`config.mk`:
```
export PLATFORM = sky130hd
export DESIGN_NAME = ibex_rf_dump_reader
export DESIGN_NICKNAME = d
export VERILOG_FILES = /design/src/rtl/ibex_rf_dump_reader.sv
export SDC_FILE = /design/constraint.sdc
export NUM_CORES = 1
export LEC_CHECK = 0
export ABC_AREA = 1
export CORE_MARGIN = 3
export CORE_UTILIZATION = 42
export CTS_CLUSTER_SIZE = 12
export DETAILED_ROUTE_END_ITERATION = 8
export PLACE_DENSITY = 0.86
export SYNTH_ARGS = -nofsm -noshare
export SYNTH_HDL_FRONTEND = slang
export SYNTH_SLANG_ARGS = --single-unit
```
`constraint.sdc`:
```
create_clock -name clk_i -period 2.3 [get_ports clk_i]
set_clock_uncertainty 0.2 [all_clocks]
set_input_delay 0.345 -clock clk_i [delete_from_list [all_inputs] [get_ports clk_i]]
set_output_delay 0.345 -clock clk_i [all_outputs]
set_load 0.02 [all_outputs]
```
`src/rtl/ibex_rf_dump_reader.sv`:
```
// ibex_rf_dump_reader
// Walks every architectural register through one combinational register-file
// read port and streams {address, data} beats out on a valid/ready interface.
// A single output register stage decouples the read port from the sink; the
// read pointer only advances when that stage can take a new beat.

module ibex_rf_dump_reader #(
   parameter int unsigned RV32E     = 0,
   parameter int unsigned DataWidth = 32,
   parameter int unsigned SkipR0    = 1
) (
   input  logic                 clk_i,
   input  logic                 rst_i,
   input  logic                 start_i,
   input  logic                 abort_i,
   output logic                 busy_o,
   output logic                 done_o,
   output logic [4:0]           raddr_o,
   input  logic [DataWidth-1:0] rdata_i,
   output logic                 dump_valid_o,
   input  logic                 dump_ready_i,
   output logic [4:0]           dump_addr_o,
   output logic [DataWidth-1:0] dump_data_o,
   output logic                 dump_last_o
);

   localparam int unsigned AddrWidth = (RV32E != 0) ? 4 : 5;
   localparam int unsigned NumWords  = 2 ** AddrWidth;
   localparam logic [4:0]  FirstAddr = (SkipR0 != 0) ? 5'd1 : 5'd0;
   localparam logic [4:0]  LastAddr  = 5'(NumWords - 1);

   typedef enum logic [1:0] {
      IDLE = 2'd0,
      READ = 2'd1,
      LAST = 2'd2
   } state_e;

   state_e               state_q, state_d;
   logic [4:0]           ptr_q, ptr_d;
   logic                 valid_q, valid_d;
   logic [4:0]           addr_q, addr_d;
   logic [DataWidth-1:0] data_q, data_d;
   logic                 last_q, last_d;
   logic                 done_q, done_d;

   logic                 handshake;
   logic                 slot_free;

   assign handshake = valid_q & dump_ready_i;
   // The slot can take a new beat when empty or when its beat leaves this cycle.
   assign slot_free = ~valid_q | dump_ready_i;

   // Next-state, pointer and output-slot logic.
   always_comb begin
      // NOTE: every variable gets its hold value first so no path can infer a latch.
      state_d = state_q;
      ptr_d   = ptr_q;
      valid_d = valid_q;
      addr_d  = addr_q;
      data_d  = data_q;
      last_d  = last_q;
      done_d  = 1'b0;

      unique case (state_q)
         IDLE: begin
            if (start_i && !abort_i) begin
               ptr_d   = FirstAddr;
               state_d = READ;
            end
         end

         READ: begin
            if (abort_i) begin
               // Abort beats any same-cycle handshake; the in-flight beat is dropped.
               valid_d = 1'b0;
               state_d = IDLE;
            end else if (slot_free) begin
               valid_d = 1'b1;
               addr_d  = ptr_q;
               data_d  = rdata_i;
               last_d  = (ptr_q == LastAddr);
               if (ptr_q == LastAddr) begin
                  // Pointer parks on the last register so raddr_o holds it afterwards.
                  state_d = LAST;
               end else begin
                  ptr_d = ptr_q + 5'd1;
               end
            end
         end

         LAST: begin
            if (abort_i) begin
               valid_d = 1'b0;
               state_d = IDLE;
            end else if (handshake) begin
               valid_d = 1'b0;
               done_d  = 1'b1;
               state_d = IDLE;
            end
         end

         default: begin
            valid_d = 1'b0;
            state_d = IDLE;
         end
      endcase
   end

   // State, pointer and output-slot registers with asynchronous reset.
   always_ff @(posedge clk_i or posedge rst_i) begin
      if (rst_i) begin
         state_q <= IDLE;
         ptr_q   <= 5'd0;
         valid_q <= 1'b0;
         addr_q  <= 5'd0;
         data_q  <= '0;
         last_q  <= 1'b0;
         done_q  <= 1'b0;
      end else begin
         // NOTE: non-blocking assignments so every flop samples pre-edge values.
         state_q <= state_d;
         ptr_q   <= ptr_d;
         valid_q <= valid_d;
         addr_q  <= addr_d;
         data_q  <= data_d;
         last_q  <= last_d;
         done_q  <= done_d;
      end
   end

   assign busy_o       = (state_q != IDLE);
   assign done_o       = done_q;
   assign raddr_o      = ptr_q;
   assign dump_valid_o = valid_q;
   assign dump_addr_o  = addr_q;
   assign dump_data_o  = data_q;
   assign dump_last_o  = last_q;

endmodule

```
==> flow_summary.yaml, run 1 <==
finish:
  diodes: 0
  multi_input_area_sq_um: 716
  final_area_sq_um: 2990
  nets: 363
  syn_to_final_growth_pct: 51.6
  fin_cells: 377
  post-route-util: 0.672
  seq_area_sq_um: 1180
  drive_gt1_frac: 0.0554
  fillers: 374
critical_path:
  crit_path_end_kind: "output port"
  cp.arrival_ps: 1630
  crit_type: "flip-flop to output port"
  crit_required_ps: 1750
  worstPathMaxFanout: 5
  worstReg2RegStart: "raddr_o[0]"
  startpoint: "state_q[1]"
  startpoint_type: "flip-flop"
  rrSetupSlack_ps: 350
route:
  vias: 1754
  drt_iter0_drc: 83
  detail-route-antenna-nets: 0
  drc: 0
  routed_wl_mm: 4.66
  dr.pass1.iters: 4
  via_per_inst: 4.65
  routedWlPerCell_um: 12.3
floorplanning:
  die_x_um: 74.5
  io_pins: 83
  rows: 24
  start_util: 0.443
  die_area_sq_um: 5550
  die_height_um: 74.5
  core_area_sq_um: 4440
clocking:
  cts_tree: "yes"
  cts_buffer_depth: 2
  cts_root_buf: "clkbuf_8"
  cts_sinks: 47
  cts_setup_buffers: 0
  clk_transition_reported_paths_ps: 90
  h-tree-depth: 2
  clock_latency_ps: 300
  cts_hold_buf: 0
  cts_made_buffers: 5
  cts-resized-gates: 0
timing:
  finalHoldViolCount: 0
  hold_ws_ps: 200
  finalCritPeriodShare: 0.946
  fmax_mhz: 459
  setup_tns_ps: 0
  slew_viol_final: 0
  setup-violations-final: 0
  tightest_slew_ps: 511
  max-slew-margin-rel: 0.659
  period_needed_ps: 2180
  rsz0062_at_grt: "no"
place:
  dp_hpwl_mm: 3.51
  dp.cells: 369
  gp_congestion: 0.917
  place_area_sq_um: 2870
  io_buffers: 82
synth:
  syn_avg_cell_area_sq_um: 8.31
  syn_inst: 237
  yosysSeqAreaShare: 0.597
  ys_types: 15
  ys_ff_latch: 47
  synth_area_sq_um: 1970
  ys_warn_count: 0
  syn_nets: 276
global_routing:
  gr-total-overflow: 0
  antenna_found_initial: 0
  grt_pass1_wl_mm: 7.33
  grt_usage: 0.172
  grt_max_degree: 25
  grt_pass1_vias: 1752
pwr:
  ir_worst_vdd_v: 0.000729
  leakagePower_nw: 1.51
  power_density_nw_per_um2: 1290
outcome:
  outcome: "completed"
hold_path:
  hp-class: "input pin to asynchronous set/reset pin"
flow_run:
  cap_violations: 0
==> flip-flops by register name (all words and copies together), names as in the netlist <==
signal and cells:
done_o 1, dump_addr_o 5, dump_data_o 32, dump_last_o 1, dump_valid_o 1, raddr_o 5
state_q 2
==> cells by family (layout without fill, tap and decap cells) <==
logic type                 Yosys count  count (layout)  synth area share
AOI/OAI and AO/OA                    5               5            0.0152
adders and majority gates            2               2            0.0127
buffers and inverters               17             105            0.0400
DFF                                 47              47             0.597
and+or+nand+nor                    166             166             0.335
==> where the power goes <==
group	switching (mW)	total, mW	internal (mW)
Combinational	1.01	1.84	0.835
Clock	0.280	0.637	0.358
Sequential	0.207	1.36	1.16
Total	1.49	3.84	2.35
==> worst max-delay path: stages (launching register included) <==
cell	delay [ps]
dfrtp_1	460
nor2_1	230
inv_1	100
clkdlybuf4s50_1	540
==> routing by layer <==
| metal | vias up | global-route usage | wire length [um] |
|---|---|---|---|
| met2 | 70 | 0.312 | 2340 |
| li1 | 896 | - | - |
| met5 | - | 0 | 0 |
| met4 | 0 | 0.0672 | 32 |
| met1 | 784 | 0.195 | 1930 |
| met3 | 4 | 0.0392 | 351 |
==> path summary, 6_finish.rpt <==
| kind | endpoint | cells after the start |
|---|---|---|
| min | dump_data_o[26] | 2 |
| max reg2reg | raddr_o[3] | 10 |
| max | busy_o | 3 |
| max in group asynchronous | dump_data_o[30] | 3 |
| min in group clk_i | dump_data_o[22] | 2 |
| min reg2reg | dump_data_o[22] | 2 |
==> cell type report <==
| type | instances | area share |
|---|---|---|
| Sequential cell | 47 | 0.394 |
| Timing Repair Buffer | 87 | 0.292 |
| Multi-Input combinational cell | 173 | 0.240 |
| Clock buffer | 6 | 0.0276 |
| Tap cell | 52 | 0.0218 |
| Clock inverter | 2 | 0.0130 |
| Inverter | 10 | 0.0126 |
==> stage by stage <==
| stage | worst slack [ps] | power (mW) |
|---|---|---|
| 6_report | 123 | 3.84 |
| 2_1_floorplan | 452 | 2.34 |
| 3_5_place_dp | 360 | 3.24 |
| 5_1_grt | 25.7 | 4.10 |
| 3_3_place_gp | 396 | 3.20 |
| 4_1_cts | 111 | 3.89 |
==> cell usage after synthesis, drive strengths merged <==
cell / n / area, sq um
nor3: 1 / 5.00
dfrtp: 47 / 1180
o21ai: 3 / 15.0
buf: 7 / 41.3
ha: 2 / 25.0
nand3: 9 / 45.0
o21bai: 2 / 15.0
nand3b: 2 / 15.0
nand2: 140 / 528
inv: 10 / 37.5
nor2: 14 / 67.6
==> cells in the final DEF, fill, tap and decap left out <==
| cell type | instances |
|---|---|
| nand3b_1 | 2 |
| nand2_2 | 1 |
| nor3_1 | 1 |
| buf_12 | 1 |
| inv_6 | 1 |
| ha_1 | 2 |
| inv_2 | 2 |
| clkdlybuf4s50_1 | 82 |
| nor2_1 | 12 |
| nand2_1 | 139 |
| bufinv_16 | 1 |
| buf_4 | 4 |
| nor2_4 | 2 |
| inv_1 | 8 |
| o21ai_1 | 3 |
| clkbuf_8 | 6 |
| dfrtp_1 | 47 |
| o21bai_1 | 2 |
| nand3_1 | 9 |
No activity file was read; power rests on OpenSTA's default activity.
==> inputs of run 2 (changes only) <==
--- a/config.mk
+++ b/config.mk
@@ -6,8 +6,10 @@
 export NUM_CORES = 1
 export LEC_CHECK = 0
 export ABC_AREA = 1
+export CELL_PAD_IN_SITES_DETAIL_PLACEMENT = 1
+export CELL_PAD_IN_SITES_GLOBAL_PLACEMENT = 1
 export CORE_MARGIN = 3
-export CORE_UTILIZATION = 42
+export CORE_UTILIZATION = 30
 export CTS_CLUSTER_SIZE = 12
 export DETAILED_ROUTE_END_ITERATION = 8
 export PLACE_DENSITY = 0.86
==> run 2 against run 1 <==
Count of clock-buffer cells in the layout unchanged. Highest routed layer unchanged. Sequential share of layout area about the same. Flip-flop and latch count unchanged. Critical endpoint unchanged. Sequential power about the same. Non-clock buffer count up 1. Critical path type unchanged. Die area up 37%. Critical path depth unchanged. Core utilization down 18 points.
==> flow_summary.yaml, run 2 (synthesized netlist as in run 1, its figures left out) <==
outcome:
  outcome: "completed"
critical_path:
  reg2reg_to: "raddr_o[4]"
  crit_chain: "nor2_2 > inv_1 > clkdlybuf4s50_1"
  crit_required_ps: 1750
  crit_path_top_delay_cell: "clkdlybuf4s50_1"
  worstPathMaxFanout: 6
  rrSetupSlack_ps: 250
  max_stage_delay_ps: 540
  crit_family: "buffers and inverters"
  ff2ff_path_depth: 10
  worstPathBufferInverterCount: 2
  startpoint_type: "flip-flop"
  cp.arrival_ps: 1610
  crit_path_end_kind: "output port"
  crit_type: "flip-flop to output port"
  worstReg2RegStart: "raddr_o[1]"
finish:
  layout_commonest_cell: "nand2_1"
  fillers: 745
  drive_gt1_frac: 0.0583
  largest_register_ff_count: 32
  diodes: 0
  layout_common_cells: "nand2_1 (139), clkdlybuf4s50_1 (82), dfrtp_1 (47)"
  syn_to_final_growth_pct: 51.7
  nets: 364
route:
  routed_wl_mm: 5.57
  via_per_inst: 4.49
  detail-route-antenna-nets: 0
  drc: 0
  drt_iter0_drc: 65
  dr.pass1.iters: 4
  routedWlPerCell_um: 13.9
  vias: 1801
pwr:
  power_density_nw_per_um2: 1260
  switchingPower_mw: 1.54
  p_int_mw: 2.22
  clkPwrFrac: 0.131
  leakagePower_nw: 1.49
  ir_worst_vdd_v: 0.000600
  combPwrFrac: 0.505
  seqPwrFrac: 0.364
  sw_frac_of_total: 0.410
  power_mw: 3.76
floorplanning:
  die_area_sq_um: 7580
  io_pins: 83
  start_util: 0.321
  core_area_sq_um: 6130
  die_x_um: 87.1
  die_height_um: 87.1
  rows: 28
timing:
  slew_viol_final: 0
  tightest_slew_ps: 476
  rsz0062_at_grt: "no"
  max-slew-margin-rel: 0.682
  setup-violations-final: 0
  fmax_mhz: 463
  period_needed_ps: 2160
  setup_ws_ps: 140
  finalCritPeriodShare: 0.939
  finalHoldViolCount: 0
  setup_tns_ps: 0
clocking:
  clk_transition_reported_paths_ps: 90
  cts_root_buf: "clkbuf_8"
  cts_buffer_depth: 2
  cts_sinks: 47
  cts_tree: "yes"
  cts_made_buffers: 5
  h-tree-depth: 2
  cts_setup_buffers: 0
  cts_hold_buf: 0
  cts-resized-gates: 0
  clock_latency_ps: 300
place:
  gp_congestion: 0.840
  dp_hpwl_mm: 4.13
  dpl_worst_slack_ps: 310
  io_buffers: 82
global_routing:
  grt_pass1_vias: 1815
  grt_usage: 0.152
  grt-busiest-layer: "met2"
  grt_util_met3: 0.0388
  grt_max_degree: 28
  met2_usage: 0.252
  grt_pass1_wl_mm: 8.89
  gr-total-overflow: 0
  antenna_found_initial: 0
  use_met1: 0.199
hold_path:
  hp-class: "input pin to asynchronous set/reset pin"
flow_run:
  cap_violations: 0
[run 2: worst max path at each step]
stage	startpoint	end	slack (ps)	depth (start not counted)
after global routing	state_q[0]	busy_o	60	3
final	state_q[0]	busy_o	140	3
after detailed placement	raddr_o[1]	raddr_o[4]	310	10
after global placement	state_q[0]	busy_o	400	3
after CTS	state_q[0]	busy_o	60	3
after floorplan	raddr_o[0]	raddr_o[3]	450	10
[run 2: power groups by stage]
stage / Combinational, mW / Sequential [mW] / Clock (mW)
4_1_cts: 1.93 / 1.37 / 0.516
6_report: 1.90 / 1.37 / 0.491
3_5_place_dp: 1.92 / 1.38 / 0
5_1_grt: 2.08 / 1.42 / 0.552
3_3_place_gp: 1.87 / 1.38 / 0
2_1_floorplan: 0.583 / 1.76 / 0
[run 2: through the flow]
stage          instances  cell area (sq um)   util  hold slack (ps)
3_3_place_gp         393               2900  0.473              252
5_1_grt              401               2990  0.488              213
2_1_floorplan        237               1970      -              217
3_5_place_dp         393               2900  0.473              259
4_1_cts              401               2990  0.487              188
6_report             401               2990  0.488              185
[run 2: metal layers]
layer / vias up / wire length (um)
li1: 894 / -
met1: 846 / 2470
met2: 56 / 2710
met3: 5 / 336
met4: 0 / 55
met5: - / 0
[run 2: cell type report]
class,instances,area (sq um),share of cell area
clock inverters,2,12.5,0.00419
multi-input cells,173,718,0.240
well taps,75,93.8,0.0314
flip-flops and latches,47,1180,0.393
clock buffers,6,72.6,0.0243
inverters,10,37.5,0.0126
repair buffers,88,878,0.294
==> inputs of run 3 (changes only) <==
--- a/config.mk
+++ b/config.mk
@@ -9,10 +9,11 @@
 export CELL_PAD_IN_SITES_DETAIL_PLACEMENT = 1
 export CELL_PAD_IN_SITES_GLOBAL_PLACEMENT = 1
 export CORE_MARGIN = 3
-export CORE_UTILIZATION = 30
+export CORE_UTILIZATION = 43
 export CTS_CLUSTER_SIZE = 12
 export DETAILED_ROUTE_END_ITERATION = 8
-export PLACE_DENSITY = 0.86
+export DONT_BUFFER_PORTS = 1
+export PLACE_DENSITY = 0.83
 export SYNTH_ARGS = -nofsm -noshare
 export SYNTH_HDL_FRONTEND = slang
 export SYNTH_SLANG_ARGS = --single-unit
==> run 3 against run 2 <==
Sequential power rose by 32%. Critical endpoint is now raddr_o[4]. Clock power rose by 7.3%. First-iteration DRC count up 7.7%. Global-route usage is 4.9 points higher. Combinational power is 55% lower. Count of clock-buffer cells in the layout rose by 2. Largest power group is now registers. Die area is 28% lower.
==> flow_summary.yaml, run 3 (synthesized netlist as in run 1, its figures left out) <==
place:
  dpl_worst_slack_ps: 390
  gp_congestion: 0.835
  dp.cells: 286
  io_buffers: 0
  dp_hpwl_mm: 3.50
route:
  dr.pass1.iters: 4
  drt_iter0_drc: 70
  drc: 0
  detail-route-antenna-nets: 0
  via_per_inst: 5.01
  routedWlPerCell_um: 16.2
  vias: 1642
  routed_wl_mm: 5.30
global_routing:
  grt_max_degree: 37
  antenna_found_initial: 0
  grt_pass1_vias: 1800
  grt_usage: 0.201
  gr-total-overflow: 0
  grt_pass1_wl_mm: 8.39
timing:
  hold_ws_ps: 36.2
  max-slew-margin-rel: 0.617
  setup_tns_ps: 0
  tightest_slew_ps: 574
  setup-violations-final: 0
  fmax_mhz: 519
  rsz0062_at_grt: "no"
  finalHoldViolCount: 0
  slew_viol_final: 0
  finalCritPeriodShare: 0.837
  period_needed_ps: 1930
  setup_ws_ps: 374
finish:
  layout_commonest_cell: "nand2_1"
  fin_cells: 328
  syn_to_final_growth_pct: 26.3
  diodes: 0
  layout_common_cells: "nand2_1 (139), dfrtp_1 (47), dlygate4sd3_1 (34)"
  drive_gt1_frac: 0.0647
  largest_register_ff_count: 32
  fillers: 504
  nets: 316
pwr:
  seqPwrFrac: 0.568
  clkPwrFrac: 0.166
  switchingPower_mw: 1.45
  ir_worst_vdd_v: 0.000603
  sw_frac_of_total: 0.456
  p_int_mw: 1.73
  power_density_nw_per_um2: 1280
  leakagePower_nw: 1.34
  combPwrFrac: 0.266
critical_path:
  worstPathMaxFanout: 6
  cp.arrival_ps: 1910
  ff2ff_path_depth: 10
  cp_common_cell: "nand2_1"
  crit_path_end_kind: "flip-flop"
  crit_type: "flip-flop to flip-flop"
  reg2reg_to: "raddr_o[4]"
  crit_chain: "ha_1 > nand2_1 > nor2_1 > ha_1 > inv_1 > nand3_1 > nand2_1 > nand2_1 > nand2_1 > nand2_1"
  crit_path_top_delay_cell: "dfrtp_1"
  crit_required_ps: 2280
  startpoint: "raddr_o[0]"
  max_stage_delay_ps: 400
  rrSetupSlack_ps: 370
  worstReg2RegStart: "raddr_o[0]"
  startpoint_type: "flip-flop"
  crit_end: "raddr_o[4]"
flow_run:
  cap_violations: 0
hold_path:
  hp-class: "input pin to flip-flop"
clocking:
  cts-resized-gates: 0
  cts_sinks: 47
  clock_latency_ps: 280
  cts_root_buf: "clkbuf_8"
  h-tree-depth: 2
  cts_tree: "yes"
  cts_made_buffers: 5
  cts_setup_buffers: 0
  clk_transition_reported_paths_ps: 90
  cts_buffer_depth: 2
floorplanning:
  die_area_sq_um: 5430
  rows: 23
  start_util: 0.469
  core_area_sq_um: 4200
  die_x_um: 73.7
  io_pins: 83
  die_height_um: 73.7
outcome:
  outcome: "completed"
-- run 3: metal layers --
| layer | track usage | up-vias | wire, um |
|---|---|---|---|
| met2 | 0.364 | 55 | 2740 |
| li1 | - | 797 | - |
| met1 | 0.234 | 786 | 2140 |
| met4 | 0.0423 | 0 | 46 |
| met5 | 0 | - | 0 |
| met3 | 0.0575 | 4 | 364 |
-- run 3: critical path, delay by kind of cell (launching register included) --
kind / cells / cell delay (ps)
simple gates: 7 / 740
flops: 1 / 400
buf+inv: 1 / 110
fa+ha+maj: 2 / 390
-- run 3: what timing repair did --
action	in CTS	in global routing
hold endpoints to repair	60	0
hold buffers	34	0
setup endpoints to repair	0	0
-- run 3: how the worst min path moves through the flow --
| stage | slack, ps | depth (start not counted) | startpoint | end |
|---|---|---|---|---|
| 5_1_grt | 40 | 2 | dump_ready_i | done_o |
| 2_1_floorplan | 220 | 1 | abort_i | done_o |
| 6_report | 40 | 2 | dump_ready_i | done_o |
| 3_3_place_gp | 130 | 1 | rst_i | dump_data_o[14] |
| 3_5_place_dp | 130 | 1 | rst_i | dump_data_o[14] |
| 4_1_cts | 40 | 2 | dump_ready_i | done_o |
-- run 3: layout make-up --
cell class | instances | area (sq um) | share of cell area
clock buffers | 8 | 100 | 0.0402
inverters | 10 | 37.5 | 0.0151
multi-input cells | 173 | 716 | 0.287
flip-flops and latches | 47 | 1180 | 0.472
well taps | 50 | 62.6 | 0.0251
repair buffers | 40 | 398 | 0.160
-- run 3: power groups by stage --
| stage | registers, mW | clock network (mW) | logic [mW] |
|---|---|---|---|
| 2_1_floorplan | 1.76 | 0 | 0.583 |
| 3_3_place_gp | 1.81 | 0 | 0.752 |
| 3_5_place_dp | 1.82 | 0 | 0.801 |
| 4_1_cts | 1.81 | 0.540 | 0.847 |
| 5_1_grt | 1.86 | 0.578 | 0.991 |
| 6_report | 1.81 | 0.527 | 0.847 |
-- run 3: per-stage QoR --
| stage | area [sq um] | util | total power [mW] |
|---|---|---|---|
| after floorplan | 1970 | - | 2.34 |
| after global placement | 2050 | 0.488 | 2.56 |
| after detailed placement | 2050 | 0.488 | 2.62 |
| after CTS | 2490 | 0.593 | 3.19 |
| after global routing | 2490 | 0.593 | 3.42 |
| final | 2490 | 0.593 | 3.18 |
